$ cat src/rtl/a2d_pkg.sv
// Shared definitions for the A2D SPI responder and the matching SPI master.
package a2d_pkg;
  localparam int FRAME_BITS = 16;
  localparam int CHNL_W     = 3;
  localparam int VAL_W      = 12;
  localparam int NUM_CHNL   = 8;

  typedef enum logic [1:0] {
    IDLE  = 2'd0,
    SHIFT = 2'd1,
    FULL  = 2'd2
  } a2d_state_e;
endpackage

$ cat src/rtl/spi_sync_edge.sv
// 3-flop synchronizer for a slow asynchronous SPI line with edge pulses.
module spi_sync_edge (
  input  logic clk,
  input  logic rst_n,
  input  logic i_async,
  output logic o_rise,
  output logic o_fall
);
  logic [2:0] r_sync;

  // Shift the line through three flops; idle-high lines reset to 1.
  always_ff @(posedge clk or negedge rst_n) begin
    if (!rst_n) r_sync <= 3'b111;
    else        r_sync <= {r_sync[1:0], i_async};
  end

  // Stage 3 is the previous value of stage 2.
  assign o_rise = ~r_sync[2] &  r_sync[1];
  assign o_fall =  r_sync[2] & ~r_sync[1];
endmodule

$ cat src/rtl/a2d_spi_resp.sv
// SPI slave (SCLK idle high) that accepts 16-bit channel commands and
// returns the channel addressed by the previous accepted command.
module a2d_spi_resp
  import a2d_pkg::*;
(
  input  logic                        clk,
  input  logic                        rst_n,
  input  logic                        SS_n,
  input  logic                        SCLK,
  input  logic                        MOSI,
  output logic                        MISO,
  input  logic [NUM_CHNL*VAL_W-1:0]   ana_vals,
  output logic [CHNL_W-1:0]           chnl,
  output logic                        cmd_rdy,
  output logic                        err
);
  logic                   w_sclk_rise, w_sclk_fall;
  logic                   w_ss_rise, w_ss_fall;
  logic                   r_mosi_s1, r_mosi_s2;
  a2d_state_e             r_state;
  logic [4:0]             r_bit_cnt;
  logic [FRAME_BITS-1:0]  r_rx_shft;
  logic [FRAME_BITS-1:0]  r_tx_shft;
  logic [CHNL_W-1:0]      r_chnl;
  logic                   r_cmd_rdy, r_err;
  logic [VAL_W-1:0]       w_sel_val;

  spi_sync_edge u_sclk_sync (
    .clk    (clk),
    .rst_n  (rst_n),
    .i_async(SCLK),
    .o_rise (w_sclk_rise),
    .o_fall (w_sclk_fall)
  );

  spi_sync_edge u_ss_sync (
    .clk    (clk),
    .rst_n  (rst_n),
    .i_async(SS_n),
    .o_rise (w_ss_rise),
    .o_fall (w_ss_fall)
  );

  // Two-flop synchronizer for MOSI; it settles well before the SCLK rise is seen.
  always_ff @(posedge clk or negedge rst_n) begin
    if (!rst_n) begin
      r_mosi_s1 <= 1'b1;
      r_mosi_s2 <= 1'b1;
    end else begin
      r_mosi_s1 <= MOSI;
      r_mosi_s2 <= r_mosi_s1;
    end
  end

  // Channel value addressed by the last accepted command.
  assign w_sel_val = ana_vals[VAL_W*r_chnl +: VAL_W];

  // Frame FSM: receive command bits, decode on SS_n rise, pulse cmd_rdy/err.
  always_ff @(posedge clk or negedge rst_n) begin
    if (!rst_n) begin
      r_state   <= IDLE;
      r_bit_cnt <= '0;
      r_rx_shft <= '0;
      r_chnl    <= '0;
      r_cmd_rdy <= 1'b0;
      r_err     <= 1'b0;
    end else begin
      r_cmd_rdy <= 1'b0;
      r_err     <= 1'b0;
      case (r_state)
        IDLE: begin
          if (w_ss_fall) begin
            r_state   <= SHIFT;
            r_bit_cnt <= '0;
          end
        end
        SHIFT: begin
          if (w_ss_rise) begin
            // Short frame: drop it and keep the old channel.
            r_state <= IDLE;
            r_err   <= 1'b1;
          end else if (w_sclk_rise) begin
            r_rx_shft <= {r_rx_shft[FRAME_BITS-2:0], r_mosi_s2};
            r_bit_cnt <= r_bit_cnt + 5'd1;
            if (r_bit_cnt == 5'(FRAME_BITS - 1)) r_state <= FULL;
          end
        end
        FULL: begin
          // Extra SCLK edges are ignored here; only SS_n rise matters.
          if (w_ss_rise) begin
            r_state <= IDLE;
            if (r_rx_shft[15:14] == 2'b00) begin
              r_chnl    <= r_rx_shft[13:11];
              r_cmd_rdy <= 1'b1;
            end else begin
              r_err <= 1'b1;
            end
          end
        end
        default: r_state <= IDLE;
      endcase
    end
  end

  // Response shifter: snapshot the channel on SS_n fall, shift on SCLK fall
  // except the leading fall so bit 15 is presented at the first rise.
  always_ff @(posedge clk or negedge rst_n) begin
    if (!rst_n) begin
      r_tx_shft <= '0;
    end else if (w_ss_fall) begin
      r_tx_shft <= {4'h0, w_sel_val};
    end else if (r_state == SHIFT && w_sclk_fall && r_bit_cnt != 5'd0) begin
      r_tx_shft <= {r_tx_shft[FRAME_BITS-2:0], 1'b0};
    end
  end

  assign MISO    = r_tx_shft[FRAME_BITS-1];
  assign chnl    = r_chnl;
  assign cmd_rdy = r_cmd_rdy;
  assign err     = r_err;
endmodule
$ cat config.mk
export PLATFORM = sky130hd
export DESIGN_NAME = a2d_spi_resp
export DESIGN_NICKNAME = d
export VERILOG_FILES = /design/src/rtl/a2d_pkg.sv /design/src/rtl/spi_sync_edge.sv /design/src/rtl/a2d_spi_resp.sv
export SDC_FILE = /design/constraint.sdc
export NUM_CORES = 1
export LEC_CHECK = 0
export BUFFER_PORTS_ARGS = -buffer_cell sky130_fd_sc_hd__buf_2
export CAP_MARGIN = 20
export CORE_ASPECT_RATIO = 2
export CORE_MARGIN = 2
export CORE_UTILIZATION = 45
export DETAILED_ROUTE_END_ITERATION = 10
export PLACE_DENSITY = 0.73
export SETUP_SLACK_MARGIN = 0.4
export SLEW_MARGIN = 20
export SYNTH_ARGS = -nofsm -noshare
export SYNTH_HDL_FRONTEND = slang
export SYNTH_HIERARCHICAL = 1
export SYNTH_SLANG_ARGS = --single-unit
$ cat constraint.sdc
create_clock -name clk -period 1.9 [get_ports clk]
set_input_delay 0.285 -clock clk [delete_from_list [all_inputs] [get_ports clk]]
set_output_delay 0.285 -clock clk [all_outputs]
set_load 0.02 [all_outputs]
==> flow_metrics.env <==
export IMPL_start_util_pct=45.7
export IMPL_final_cells=439
export IMPL_cts_buffers=5
export IMPL_drtIter0Drc=97
export IMPL_netlist_top_cells_area="dfrtp_1 37%, mux4_1 16%, mux2_2 12%, dfstp_2 7.1%, mux2i_1 5.0%"
export IMPL_synth_most_common_cell="dfrtp_1"
export IMPL_max_freq_mhz=583
export IMPL_grt_pass1_wl_mm=11.5
export IMPL_worst_pin_slew_ns=0.575
export IMPL_fin_util_pct=65.0
export IMPL_hold_start="SS_n"
export IMPL_cp_required_ns=2.08
export IMPL_vias_per_cell=5.27
export IMPL_synth_nets=325
export IMPL_worst_slack_ns=0.184
export IMPL_crit_type="reg -> reg"
export IMPL_clock_skew_ns=0.00511
export IMPL_ant_nets=0
export IMPL_cap_violations=0
export IMPL_htreeDepth=2
export IMPL_min_path_type="in -> reg"
export IMPL_synth_top_area_share_pct=37.0
export IMPL_syn_area_sq_um=2980
export IMPL_cts_tree="built"
export IMPL_drc=0
export IMPL_cp_start_kind="flip-flop"
export IMPL_area_growth_pct=42.4
export IMPL_fin_nets=457
export IMPL_dp_hpwl_mm=4.93
export IMPL_worst_r2r_endpoint="r_state[1]"
export IMPL_relSlewSlack_pct=61.7
export IMPL_clock_sinks=52
export IMPL_avgRoutedWirePerCell_um=16.5
export IMPL_arrival_ns=1.89
export IMPL_synthArstFlopShare_pct=100
export IMPL_ys_flop_type="dfrtp_1"
export IMPL_final_hold_violation_count=0
export IMPL_power_density_nw_per_um2=763
export IMPL_endpoint_kind="flip-flop"
export IMPL_dieHeight_um=119
export IMPL_drv_slew=0
export IMPL_die_width_um=61.5
export IMPL_pin_count=107
export IMPL_syn_avg_cell_area_sq_um=13.6
export IMPL_first_pass_iters=4
export IMPL_setup_tns_final_ns=0
export IMPL_grt_setup_unrepaired="yes"
export IMPL_pre_cts_ws_ns=0.135
export IMPL_finalCritPeriodShare_pct=90.3
export IMPL_syn_instance_count=218
export IMPL_wl_mm=7.26
export IMPL_worstHoldPathCells=1
export IMPL_num_rows=42
export IMPL_clk_latency_ns=0.29
export IMPL_ys_seq_area_share_pct=44.1
export IMPL_n_antenna_cell=0
export IMPL_io_buffer_count=106
export IMPL_dpl_cell_count=404
export IMPL_synth_top_area_cell="dfrtp_1"
export IMPL_grt_pass1_vias=2433
export IMPL_synthTopCellsByCount="44 x dfrtp_1, 33 x mux2_2, 19 x nand2_1, 18 x mux4_1, 15 x mux2i_1"
export IMPL_antenna_found_initial=0
export IMPL_yosysUniqueCellTypes=29
export IMPL_clk_path_buf_depth=2
export IMPL_rr_startpoint="r_bit_cnt[0]"
export IMPL_drive_gt1_share_pct=72.6
export IMPL_yosysWarnings=6
export IMPL_cts_root_buf="clkbuf_16"
export IMPL_design_core_area_sq_um=6520
export IMPL_reg2reg_depth=7
export IMPL_cts_reportedPaths_clkPinSlew_ns=0.07
export IMPL_num_vias=2314
export IMPL_worst_r2r_setup_slack_ns=0.18
export IMPL_setup_viol=0
export IMPL_critPathMaxFanout=3
export IMPL_grt_total_usage_pct=20.9
export IMPL_holdPathEnd="u_ss_sync/r_sync[0]"
export IMPL_routabilityCongestion=0.751
export IMPL_leakagePower_nw=1.95
export IMPL_die_area_sq_um=7320
export IMPL_synth_edf_count=0
export IMPL_grt_max_degree=30
export IMPL_fin_crit_ns=1.72
export IMPL_ir_worst_vdd_v=0.000670
export IMPL_grt_ovfl_total=0
export IMPL_yosys_register_bits=52
export IMPL_status="finished clean"
## stage by stage
step	area [sq um]	power, mW	hold WS [ns]
after CTS	4070	3.06	0.0807
after global routing	4240	3.41	0.0736
after floorplan	3050	1.78	-0.0106
final	4240	3.23	0.0871
after global placement	3630	1.97	0.302
after detailed placement	3630	2.02	0.310
## critical path: stages, from the launching register on
cell and delay [ns]:
dfrtp_1 0.40, ha_2 0.20, and3_4 0.19, ha_4 0.15, a21boi_2 0.16, o21bai_2 0.11, o21ai_2 0.08, mux2_4 0.31
## logic make-up after synthesis
group / after synthesis / synth area share [%]
multiplexers: 72 / 38.0
AO/OA/AOI/OAI: 27 / 5.05
flip-flops: 52 / 44.1
AND/OR/NAND/NOR: 40 / 6.43
XOR/XNOR: 1 / 0.294
buffers and inverters: 20 / 3.66
adder cells (fa/ha/maj): 6 / 2.52
## layer usage
metal	vias up	wire length (um)	track usage, %
met5	-	0	0
met4	0	86	5.72
met3	8	414	3.69
met2	91	3950	33.4
met1	1143	2810	28.7
li1	1072	-	-
## worst max path at each step
stage	from	endpoint	slack, ns	cells after the start
floorplan	chnl[1]	r_tx_shft[4]	0.21	6
global placement	r_bit_cnt[0]	r_state[1]	0.18	7
detailed placement	r_state[1]	r_tx_shft[8]	0.14	6
CTS	chnl[1]	r_tx_shft[2]	0.21	5
global route	r_bit_cnt[0]	r_state[1]	0.12	7
finish	r_bit_cnt[0]	r_state[1]	0.18	7
## layout by cell type, fill, tap and decap left out, types with 8 or more instances in the layout
cell type  count
buf_2        106
dfrtp_1       41
mux4_2        24
buf_4         18
mux2_2        17
mux2_4        16
mux2i_1       15
nand2_1        9
nand2_2        9
o21ai_1        8
dfstp_2        8
## power by group
group          internal (mW)  switching [mW]
sequential              1.25          0.0847
clock                  0.497           0.406
combinational          0.538           0.452
total                   2.29           0.943
## flip-flops by register name, indices dropped and copies added (netlist names)
register / flops
r_mosi_s2: 1
u_ss_sync/r_sync: 3
cmd_rdy: 1
u_sclk_sync/r_sync: 3
r_state: 2
r_bit_cnt: 5
r_tx_shft: 16
r_mosi_s1: 1
r_rx_shft: 16
err: 1
chnl: 3
## area by class of cell
type	count	area (sq um)
fill	511	2280
timing repair buffer	137	868
clock inverter	3	26.3
tap	88	110
inverter	7	30.0
multi-input combinational	147	1760
sequential	52	1320
clock buffer	5	125
## what timing repair did
action                                 in CTS  in global routing
cloned                                      2                  0
gates resized for setup                    29                 32
pin swaps                                   6                  7
setup endpoints to repair                  43                 43
hold buffers                                1                  0
endpoints found under the hold margin       5                  0
setup buffers                              16                  8
Power figures use the tool's default switching activity.
